--- src/rtl/pu_sequencer.sv ---
// Streaming operand/result sequencer for the ProcessUnit: gathers LANES (x, w)
// beats into the lane registers, strobes the PU load phases, returns its result.
module pu_sequencer #(
  parameter int LANES = 4,
  parameter int DW    = 5,
  parameter int CW    = 8
) (
  input  logic                      clk,
  input  logic                      rst,
  input  logic                      in_valid,
  output logic                      in_ready,
  input  logic [DW-1:0]             in_x,
  input  logic [DW-1:0]             in_w,
  output logic [LANES-1:0][DW-1:0]  pu_x,
  output logic [LANES-1:0][DW-1:0]  pu_w,
  output logic                      pu_ld_mult,
  output logic                      pu_ld_sum,
  input  logic [DW-1:0]             pu_out,
  input  logic                      pu_s,
  output logic                      res_valid,
  input  logic                      res_ready,
  output logic [DW-1:0]             res_data,
  output logic                      res_nz,
  output logic [CW-1:0]             vec_cnt,
  output logic                      busy
);

  localparam int IW = (LANES > 1) ? $clog2(LANES) : 1;

  typedef enum logic [2:0] {
    S_IDLE,
    S_FILL,
    S_MULT,
    S_SUM,
    S_CAPT,
    S_HOLD
  } state_e;

  state_e                    state_q, state_d;
  logic [IW-1:0]             idx_q, idx_d;
  logic [LANES-1:0][DW-1:0]  pu_x_q, pu_x_d;
  logic [LANES-1:0][DW-1:0]  pu_w_q, pu_w_d;
  logic                      ld_mult_q, ld_mult_d;
  logic                      ld_sum_q, ld_sum_d;
  logic [DW-1:0]             res_data_q, res_data_d;
  logic                      res_nz_q, res_nz_d;
  logic [CW-1:0]             vec_cnt_q, vec_cnt_d;
  logic                      accept;

  always_comb begin
    state_d    = state_q;
    idx_d      = idx_q;
    pu_x_d     = pu_x_q;
    pu_w_d     = pu_w_q;
    res_data_d = res_data_q;
    res_nz_d   = res_nz_q;
    vec_cnt_d  = vec_cnt_q;
    in_ready   = (state_q == S_IDLE) || (state_q == S_FILL);
    accept     = in_valid && in_ready;

    unique case (state_q)
      S_IDLE: begin
        if (accept) begin
          pu_x_d[0] = in_x;
          pu_w_d[0] = in_w;
          idx_d     = IW'(1);
          state_d   = S_FILL;
        end
      end
      S_FILL: begin
        if (accept) begin
          pu_x_d[idx_q] = in_x;
          pu_w_d[idx_q] = in_w;
          if (idx_q == IW'(LANES - 1)) begin
            idx_d   = '0;
            state_d = S_MULT;
          end else begin
            idx_d = idx_q + IW'(1);
          end
        end
      end
      S_MULT: state_d = S_SUM;
      S_SUM:  state_d = S_CAPT;
      S_CAPT: begin
        res_data_d = pu_out;
        res_nz_d   = pu_s;
        state_d    = S_HOLD;
      end
      S_HOLD: begin
        if (res_ready) begin
          vec_cnt_d = vec_cnt_q + CW'(1);
          state_d   = S_IDLE;
        end
      end
      default: state_d = S_IDLE;
    endcase

    // Strobes come straight from flops so they cannot glitch on state decode.
    ld_mult_d = (state_d == S_MULT);
    ld_sum_d  = (state_d == S_SUM);
  end

  always_ff @(posedge clk or negedge rst) begin
    if (!rst) begin
      state_q    <= S_IDLE;
      idx_q      <= '0;
      pu_x_q     <= '0;
      pu_w_q     <= '0;
      ld_mult_q  <= 1'b0;
      ld_sum_q   <= 1'b0;
      res_data_q <= '0;
      res_nz_q   <= 1'b0;
      vec_cnt_q  <= '0;
    end else begin
      state_q    <= state_d;
      idx_q      <= idx_d;
      pu_x_q     <= pu_x_d;
      pu_w_q     <= pu_w_d;
      ld_mult_q  <= ld_mult_d;
      ld_sum_q   <= ld_sum_d;
      res_data_q <= res_data_d;
      res_nz_q   <= res_nz_d;
      vec_cnt_q  <= vec_cnt_d;
    end
  end

  assign pu_x       = pu_x_q;
  assign pu_w       = pu_w_q;
  assign pu_ld_mult = ld_mult_q;
  assign pu_ld_sum  = ld_sum_q;
  assign res_valid  = (state_q == S_HOLD);
  assign res_data   = res_data_q;
  assign res_nz     = res_nz_q;
  assign vec_cnt    = vec_cnt_q;
  assign busy       = (state_q != S_IDLE);

endmodule

--- config.mk ---
export PLATFORM = sky130hd
export DESIGN_NAME = pu_sequencer
export DESIGN_NICKNAME = d
export VERILOG_FILES = /design/src/rtl/pu_sequencer.sv
export SDC_FILE = /design/constraint.sdc
export NUM_CORES = 1
export LEC_CHECK = 0
export CORE_UTILIZATION = 30
export DETAILED_ROUTE_END_ITERATION = 8
export SYNTH_ARGS = -nofsm -noshare
export SYNTH_HDL_FRONTEND = slang
export SYNTH_SLANG_ARGS = --single-unit
--- constraint.sdc ---
create_clock -name clk -period 3.1 [get_ports clk]
set_input_delay 0.31 -clock clk [delete_from_list [all_inputs] [get_ports clk]]
set_output_delay 0.31 -clock clk [all_outputs]
set_load 0.005 [all_outputs]
* After elaboration in Yosys (flattened, before gate mapping)
Index checks and enable logic that the tools add are counted.
Word-level totals: register bits after elaboration 61, output and inout port bits 59
Operators by class: add/subtract/negate cells 2, magnitude comparators 2, equal/unequal tests 10, multiplexer cells 19, reductions and logical operators 9
Operators with widths (count):
- $bwmux W20 | 2
- $mux W5 | 5
- $pmux W5 S2 | 2
- $pmux W3 S6 | 1
- $eq A3 B2 Y1 const B | 4
- $mux W3 | 4
- $demux W5 S2 | 1
- $add A8 B1 Y8 const B | 1
- $eq A3 B3 Y1 const B | 2
- $mux W2 | 3
- $ne A2 B2 Y1 const B | 2
- $pmux W2 S2 | 1
- $reduce_and A2 Y1 | 2
- $eq A3 B1 Y1 const B | 1
- $logic_not A3 Y1 | 1
- $lt A2 B3 Y1 const B | 1
- $reduce_and A3 Y1 | 1
- $reduce_bool A3 Y1 | 1
- $add A2 B1 Y2 const B | 1
- $eq A2 B2 Y1 const B | 1
- $ge A2 B1 Y1 const B | 1
- $logic_and A1 B1 Y1 | 2
- $reduce_bool A2 Y1 | 1
- $logic_or A1 B1 Y1 | 1

* Longest topological paths before layout
Gate-level depths: netlist (run 1).
depth in word-level cells 7, mapped depth 6, gate-level depth less buffers 5

* Worst setup path after synthesis (run 1)
No wires, ideal clock.
kind register -> register, start reg state_q[2], end reg pu_w_q, in the netlist pu_w[0], library setup time 125 ps, arrival time 1480 ps, required time 2975 ps, slack 1495 ps, stages on the path, launching flop included 6, buffers on the path 2, clock period less this slack 1605 ps, path through dfrtp_1 > buf_6 > or3b_4 > a21o_1 > buf_6 > mux2_4
Between the ends: word-level cells in the longest chain between the ends 5
RTL lines:
- start, declared | line 39 | state_e state_q, state_d;
- start signal, assigned | line 115 | state_q <= state_d;
- $eq A3 B1 Y1 or $logic_not A3 Y1 (tied branches) | line 58, 61
- $logic_or A1 B1 Y1 | line 58 | in_ready = (state_q == S_IDLE) || (state_q == S_FILL);
- $logic_and A1 B1 Y1 | line 59 | accept = in_valid && in_ready;
- $ne A2 B2 Y1 (no line)
- $reduce_and A3 Y1 (no line)
- end signal, assigned | line 118 | pu_w_q <= pu_w_d;
- end, declared | line 42 | logic [LANES-1:0][DW-1:0] pu_w_q, pu_w_d;
Parallel ways exist; a longest one is shown, timed or not. A chain may end at the register's enable or synchronous reset.

* Worst setup path after layout (run 1)
start reg state_q[0], end out busy
Between the ends: word-level cells in the longest chain between the ends 1
RTL lines:
- $reduce_bool A3 Y1 | line 135 | assign busy = (state_q != S_IDLE);
- end, declared | line 25 | output logic busy
No other way between the ends.

==> results of run 1 <==
critical path, delay by kind of cell (launching register included):
kind                   cells  cell delay, ns
buffers and inverters      1            0.45
flip-flops                 1            0.52
AND/OR/NAND/NOR            1            0.49
report_power, final:
group	switching (mW)	internal, mW
sequential	0.245	1.16
clock	0.302	0.391
combinational	0.466	1.04
total	1.01	2.59
metrics by stage:
step	setup slack (ns)	hold slack [ns]	util, %	total power, mW
2_1_floorplan	1.49	0.0144	-	2.08
3_3_place_gp	0.974	0.164	42.8	2.92
3_5_place_dp	0.925	0.158	42.8	2.95
4_1_cts	0.970	0.326	45.4	3.67
5_1_grt	0.886	0.344	45.4	3.85
6_report	0.988	0.338	45.4	3.61
metal layers:
metal,track usage (%),vias to the layer above
met5,0,-
met4,5.38,0
met3,5.37,12
met2,22.0,61
met1,15.5,798
li1,-,765
cell families after synthesis:
| family | after synthesis | synth area share [%] |
|---|---|---|
| compound gates | 9 | 2.01 |
| mux | 46 | 22.3 |
| fa+ha+maj | 5 | 2.51 |
| buf+inv | 10 | 2.21 |
| xor+xnor | 7 | 2.46 |
| flops | 61 | 61.2 |
| simple gates | 32 | 7.28 |
path summary, 6_finish.rpt:
check,to,slack (ns),depth (start not counted)
max in group asynchronous,pu_w[16],2.23,3
max,busy,0.99,2
min reg2reg,vec_cnt[7],0.48,1
min,res_data[1],0.34,2
min in group clk,vec_cnt[7],0.48,1
max reg2reg,pu_x[3],1.27,3
flip-flops by register name, summed over array words and instances, names as in the netlist:
signal / count
idx_q: 2
pu_ld_mult: 1
pu_ld_sum: 1
pu_w: 20
pu_x: 20
res_data: 5
res_nz: 1
state_q: 3
vec_cnt: 8
cells in the final DEF (no fill, tap or decap), types with 2 or more instances in the layout:
cell type / instances
sky130_fd_sc_hd__nand3_1: 2
sky130_fd_sc_hd__nor2_1: 2
sky130_fd_sc_hd__dfrtp_1: 61
sky130_fd_sc_hd__a21oi_1: 3
sky130_fd_sc_hd__o21ai_0: 4
sky130_fd_sc_hd__clkbuf_8: 10
sky130_fd_sc_hd__xnor2_1: 4
sky130_fd_sc_hd__nand2_1: 14
sky130_fd_sc_hd__xor2_1: 3
sky130_fd_sc_hd__nand4_1: 2
sky130_fd_sc_hd__mux2_4: 10
sky130_fd_sc_hd__nor3b_1: 2
sky130_fd_sc_hd__nor3_1: 2
sky130_fd_sc_hd__inv_1: 5
sky130_fd_sc_hd__clkinv_2: 2
sky130_fd_sc_hd__clkbuf_1: 2
sky130_fd_sc_hd__ha_1: 5
sky130_fd_sc_hd__mux2_2: 36
sky130_fd_sc_hd__clkdlybuf4s50_1: 77
final cells by class:
type | count | area (µm²)
inverters | 5 | 18.8
fillers | 751 | 4310
clock inverters | 4 | 47.5
well taps | 102 | 128
repair buffers | 80 | 806
multi-input cells | 99 | 911
flip-flops and latches | 61 | 1530
clock buffers | 12 | 145
timing repair:
item                                   in CTS  in global routing
endpoints found under the hold margin       6                  0
setup endpoints to repair                   0                  0
hold buffers                                1                  0
==> flow_summary_export.csv, run 1 <==
group,metric,value,unit
routing,final_antenna_net_count,0,
floorplan,die_area,8680,µm²
global_routing,antenna_violations_before_repair,0,
synth,syn_area_per_cell,14.7,µm²
routing,detailroute.wirelength.met2,2480,µm
outcome,outcome,"complete, no violations",
floorplan,pin_count,79,
critical_path,worst-endpoint-required,2.79,ns
synth,yosysSeqAreaShare,61.2,%
synth,synth-edff-count,0,
synth,yosysWarningCount,0,
final_layout,instances_no_fill,363,
worst_hold_path,class_of_the_most_critical_hold_timing_path,"in -> async",
synth,area_contributors_post_synth,"sky130_fd_sc_hd__dfrtp_1, sky130_fd_sc_hd__mux2_2, sky130_fd_sc_hd__mux2_4, sky130_fd_sc_hd__ha_1, sky130_fd_sc_hd__nand2_1",
power,cellPowerDensity,1010,nW/µm²
power,worst_ir_drop_on_vdd,0.358,mV
synth,yosysTopAreaCellShare,61.2,%
placement,placed_cell_area,3380,µm²
sta,hold_viol_final,0,
critical_path,reg2reg_from,"state_q[1]",
floorplan,start_util,31.6,%
floorplan,core_area,7890,µm²
routing,drt_wl_total,5290,µm
global_routing,grt_pass1_vias,1771,
routing,wl_met3,390,µm
routing,drt_iter0_drc,32,
routing,drc_errors,0,
sta,post-route-min-period,2.11,ns
synth,netlist_top_cells_count,"sky130_fd_sc_hd__dfrtp_1, sky130_fd_sc_hd__mux2_2, sky130_fd_sc_hd__nand2_1",
synth,synth_nets,195,
clock_tree,post_cts_resize_count,0,
synth,ys_seq_elements,61,
critical_path,max_stage_delay,0.52,ns
routing,wl_per_cell,14.6,µm
sta,final_sum_of_negative_setup_slack,0,ns
clock_tree,clock_path_buffers,2,
routing,dr.pass1.iters,3,
critical_path,slowest_stage,"sky130_fd_sc_hd__dfrtp_1",
clock_tree,numClockSinks,61,
routing,detailroute.via_count,1636,
sta,timing.clock.skew,0.00719,ns
routing,topRoutingLayerUsed,"met4",
placement,placed_wire_length_estimate_after_detailed_placement,3560,µm
sta,grt_setup_unrepaired,"false",
synth,post_synthesis_instance_area,2490,µm²
floorplan,die_h,93.2,µm
critical_path,setup.worst_path.end_class,"primary output",
synth,yosysMostFrequentCell,"sky130_fd_sc_hd__dfrtp_1",
placement,placed_cells,346,
sta,max-slew-margin-rel,58.9,%
power,power.leakage,1.57,nW
critical_path,worstSetupPathType,"reg -> out",
synth,postSynth.topFlopCell,"sky130_fd_sc_hd__dfrtp_1",
final_layout,share_of_cells_above_drive_strength_1,25.7,%
clock_tree,ctsRootBufferMaster,"sky130_fd_sc_hd__clkbuf_8",
synth,synth_top_area_cell,"sky130_fd_sc_hd__dfrtp_1",
clock_tree,ctsHtreeMaxLevel,3,
final_layout,area_delta_synth_final,43.7,%
global_routing,grt_first_pass_wirelength,8740,µm
routing,drt-vias-per-instance,4.51,
final_layout,num_antenna_cells,0,
final_layout,stdcell_area,3580,µm²
critical_path,path_max_fanout,14,
clock_tree,clk-insertion-delay-late,0.34,ns
sta,maxSlewViolCount,0,
critical_path,crit_chain,"or3_2 > clkdlybuf4s50_1",
floorplan,number_of_rows_in_the_core_area,32,
synth,synth.lib_cells_used.distinct,28,
critical_path,timing.critical_path.from_type,"flip-flop",
critical_path,crit_path_start,"state_q[0]",
sta,fin_crit_sh,68.1,%
floorplan,die_x,93.2,µm
placement,io_buffers,78,
global_routing,grt_overflow_total,0,
routing,drt-met1-wl,2330,µm
critical_path,arrival,1.80,ns
clock_tree,tritoncts_clock_tree,"built",
global_routing,groute.usage.overall,13.4,%
sta,worst-slew-pin-transition,0.616,ns
sta,setup_viol_count_final,0,
placement,gp_congestion,0.726,
run,drv.max_cap_violation_count,0,
final_layout,layout.nets,281,
global_routing,grt_max_degree,56,
sta,clock.fmax,0.474,GHz
clock_tree,cts.reportedPaths.clkPinSlew,0.07,ns
clock_tree,cts_made_buffers,9,
synth,syn-instance-count,170,
clock_tree,cts_post_setup_buffers_inserted,0,
synth,async_flop_share,100,%
No activity file was read; power rests on OpenSTA's default activity.
==> run 2: changes to the inputs <==
clock period = 2 ns   (was 3.1 ns; I/O delays follow)
==> run 2 against run 1 <==
Worst setup slack got worse by 0.91 ns. Largest power group unchanged. Worst hold slack worse by 0.094 ns. Highest routed layer unchanged. First-iteration DRC count up 3.1%.
==> flow_summary_export.csv, run 2 (same netlist as run 1, synthesis figures left out) <==
group,metric,value,unit
outcome,outcome,"complete, no violations",
sta,finalWorstSetupSlack,0.0799,ns
run,drv.max_cap_violation_count,0,
floorplan,die_x,93.2,µm
power,fin_total_pwr,5.83,mW
sta,final_sum_of_negative_setup_slack,0,ns
sta,fin_crit_sh,96.0,%
global_routing,grt_first_pass_wirelength,8680,µm
floorplan,start_util,31.6,%
critical_path,reg2reg_from,"state_q[2]",
routing,dr.pass1.iters,3,
power,power.leakage,1.64,nW
global_routing,grt_overflow_total,0,
routing,drt-vias-per-instance,4.52,
routing,drt_wl_total,5260,µm
final_layout,layout.nets,292,
critical_path,timing.critical_path.from_type,"flip-flop",
final_layout,mostFrequentLayoutCells,"sky130_fd_sc_hd__clkdlybuf4s50_1, sky130_fd_sc_hd__dfrtp_1, sky130_fd_sc_hd__mux2_2",
routing,wl_per_cell,14.1,µm
critical_path,worst-endpoint-required,1.80,ns
final_layout,final_common_cell,"sky130_fd_sc_hd__clkdlybuf4s50_1",
sta,worst-slew-pin-transition,0.449,ns
power,worst_ir_drop_on_vdd,0.719,mV
sta,max-slew-margin-rel,69.9,%
clock_tree,cts.reportedPaths.clkPinSlew,0.07,ns
clock_tree,numClockSinks,61,
clock_tree,cts_made_buffers,9,
global_routing,antenna_violations_before_repair,0,
worst_hold_path,class_of_the_most_critical_hold_timing_path,"in -> async",
floorplan,number_of_rows_in_the_core_area,32,
final_layout,utilization,47.1,%
clock_tree,clk-insertion-delay-late,0.34,ns
placement,dpl_worst_slack,0.0889,ns
final_layout,area_delta_synth_final,49.2,%
floorplan,die_h,93.2,µm
routing,drt_iter0_drc,33,
power,cellPowerDensity,1570,nW/µm²
sta,timing.clock.skew,0.0111,ns
global_routing,grt_pass1_vias,1741,
sta,setup_viol_count_final,0,
clock_tree,tritoncts_clock_tree,"built",
floorplan,pin_count,79,
sta,grt_setup_unrepaired,"false",
sta,hold_viol_final,0,
critical_path,crit-reg2reg-capture,"pu_w[0]",
clock_tree,ctsRootBufferMaster,"sky130_fd_sc_hd__clkbuf_8",
critical_path,regToRegSetupSlack,0.21,ns
placement,gp_congestion,0.730,
sta,maxSlewViolCount,0,
critical_path,r2r_cells,5,
critical_path,arrival,1.72,ns
routing,detailroute.via_count,1691,
routing,drc_errors,0,
sta,post-route-min-period,1.92,ns
sta,clock.fmax,0.521,GHz
routing,final_antenna_net_count,0,
final_layout,num_antenna_cells,0,
critical_path,setup.worst_path.end_class,"primary output",
critical_path,crit_path_start,"state_q[1]",
final_layout,share_of_cells_above_drive_strength_1,29.4,%
final_layout,num-fill-cells,725,
critical_path,worstSetupPathType,"reg -> out",
global_routing,grt_max_degree,34,
placement,io_buffers,78,
clock_tree,clock_path_buffers,2,
critical_path,path_max_fanout,12,
placement,placed_wire_length_estimate_after_detailed_placement,3670,µm
floorplan,die_area,8680,µm²
global_routing,groute.usage.overall,13.3,%
clock_tree,ctsHtreeMaxLevel,3,
floorplan,core_area,7890,µm²
critical_path,cp-endpoint,"busy",
run 2: per-layer routing:
layer  up-vias  track usage [%]  part of all wire [%]
li1        786                -                     -
met2        61             20.8                    45
met5         -                0                     0
met4         0             3.46                  0.44
met1       838             16.6                    47
met3         6             6.26                   7.9
run 2: where the power goes:
group / total (mW) / leakage (nW) / switching (mW) / internal [mW]
sequential: 2.15 / 0.741 / 0.353 / 1.80
clock: 1.16 / 0.107 / 0.464 / 0.696
combinational: 2.52 / 0.793 / 0.774 / 1.74
run 2: worst min path at each step:
stage	from	to	slack, ns
floorplan	rst	idx_q[0]	-0.1
global placement	rst	res_nz	0.06
detailed placement	rst	res_data[0]	0.06
CTS	rst	res_data[3]	0.24
global route	rst	res_data[4]	0.26
finish	rst	res_data[0]	0.24
run 2: timing repair:
action / in CTS / in global routing
setup endpoints to repair: 1 / 2
resized for setup: 1 / 1
buffers inserted: 0 / 4
hold buffers: 1 / 0
endpoints found under the hold margin: 61 / 0
run 2: area by class of cell:
cell class / count / area [µm²] / share of cell area, %
well taps: 102 / 128 / 3.43
multi-input cells: 99 / 911 / 24.5
clock buffers: 11 / 131 / 3.53
flip-flops and latches: 61 / 1530 / 41.1
inverters: 5 / 18.8 / 0.505
repair buffers: 91 / 926 / 24.9
clock inverters: 5 / 75.1 / 2.02
run 2: critical path, stage by stage (launching register included):
cell and delay [ns]:
sky130_fd_sc_hd__dfrtp_1 0.49, sky130_fd_sc_hd__or3_2 0.44, sky130_fd_sc_hd__clkdlybuf4s50_1 0.46
run 2: stage by stage:
step / cells / hold slack, ns / cell area [µm²]
final: 374 / 0.244 / 3720
after global routing: 374 / 0.261 / 3720
after CTS: 370 / 0.237 / 3690
after detailed placement: 353 / 0.0555 / 3470
after global placement: 353 / 0.0566 / 3470
after floorplan: 170 / -0.0956 / 2490
==> RTL edit: new RTL, config.mk and constraints of run 1 <==
Change the parameter `CW` from 8 to 12.
--- a/src/rtl/pu_sequencer.sv
+++ b/src/rtl/pu_sequencer.sv
@@ -3,7 +3,7 @@
 module pu_sequencer #(
   parameter int LANES = 4,
   parameter int DW    = 5,
-  parameter int CW    = 8
+  parameter int CW    = 12
 ) (
   input  logic                      clk,
   input  logic                      rst,
Interface: changed (resized vec_cnt); port bits go from 79 to 83. The function was not compared with the original's and may differ.
==> RTL edit against run 1 <==
Sequential cell count up 4; first-iteration DRC count up 9.4%; total power down 1.8%; count of clock-buffer cells in the layout down 1; routed wire length up 11%; area after synthesis up 8.1%; setup slack better by 0.055 ns; utilization down 1.7 points; critical path depth unchanged; sequential power up 3%; final area up 6.3%.
==> RTL edit: results (changes against run 1) <==
.. list-table::
   :header-rows: 1

   * - Metric
     - Value
   * - Number of cells in the finished layout apart from fillers
     - 386 (+6.3%)
   * - Portion of the post-synthesis area used by sequential elements
     - 60.4% (-0.86 points)
   * - Synth Register Bits
     - 65 (+6.6%)
   * - Most frequent cells after synthesis
     - 65 x sky130_fd_sc_hd__dfrtp_1, 37 x sky130_fd_sc_hd__mux2_2, 11 x sky130_fd_sc_hd__nand2_1
   * - Multiplexer share of the synthesized area
     - 21.4% (-0.88 points)
   * - Fraction of the mapped netlist area in compound gates
     - 1.63% (-0.38 points)
   * - Vias in the first global route
     - 1,797 (+1.5%)
   * - Global-route usage over all layers
     - 13.6% (+0.19 points)
   * - Violation count after the first detailed-routing iteration
     - 35 (+9.4%)
   * - DPL Wire Length
     - 4.14 mm (+16%)
   * - Worst slew margin relative to its limit
     - 47.5% (-11 points)
   * - Arithmetic-cell share of the synthesized area counting full adders, half adders and majority gates
     - 2.32% (-0.19 points)
   * - Non-clock buffer area fraction after layout
     - 21.9% (-0.55 points)
   * - Cell area after placement
     - 0.00363 mm2 (+7.5%)
   * - Average wire length per cell after detail routing
     - 15.2 um (+4.2%)
   * - Leakage power
     - 0.00170 uW (+8.5%)
   * - Worst hold slack
     - 0.0449 ns (-0.293 ns)
   * - Syn_nets
     - 211 (+8.2%)
   * - Worst IR Drop VDD
     - 0.412 mV (+15%)
   * - Clock buffer count
     - 11 (-1)
   * - Wire length of the first global-routing pass
     - 9.69 mm (+11%)
   * - Clock Skew
     - 0.00919 ns (+0.00200 ns)
   * - Worst reg-to-reg setup slack
     - 1.22 ns (-0.05 ns)
   * - Status
     - completed
   * - Maximum number of pins on one net before global-route repair
     - 35 (-38%)
   * - Area share of xor/xnor cells in the synthesized design
     - 3.58% (+1.1 points)
   * - Clk cell area share
     - 4.63% (-0.75 points)
   * - Data arrival time of the worst path
     - 1.75 ns (-0.05 ns)
   * - Number of fill cells in the layout
     - 820 (+9.2%)
   * - Vias per std cell
     - 4.64 (+3.0%)
   * - Post-placement cell count
     - 371 (+7.2%)
   * - Yosys cell types
     - 33 (+18%)
## RTL edit: power breakdown
part / internal [uW] / leakage [uW] / switching [uW]
Combinational: 994 / 0.000808 / 431
Sequential: 1200 / 0.000798 / 240
Clock: 363 / 0.0000929 / 312
## RTL edit: layer usage
layer  track usage, %  share of wire, %
met1             18.1                46
met2             20.0                47
met3             3.97               4.7
met4             6.89               2.0
met5                0                 0
## RTL edit: how the worst min path moves through the flow
stage | start | to | slack [ns] | depth (start not counted)
2_1_floorplan | rst | idx_q[0] | 0.01 | 0
6_report | rst | vec_cnt[7] | 0.04 | 1
4_1_cts | rst | vec_cnt[6] | 0.07 | 1
5_1_grt | rst | vec_cnt[7] | 0.11 | 1
3_3_place_gp | rst | vec_cnt[8] | 0.44 | 1
3_5_place_dp | rst | vec_cnt[6] | 0.45 | 1
## RTL edit: metrics by stage
stage	setup slack [ns]	util, %
finish	1.04	43.7
CTS	1.03	43.7
floorplan	1.60	-
global route	0.976	43.7
global placement	0.984	41.6
detailed placement	0.952	41.6
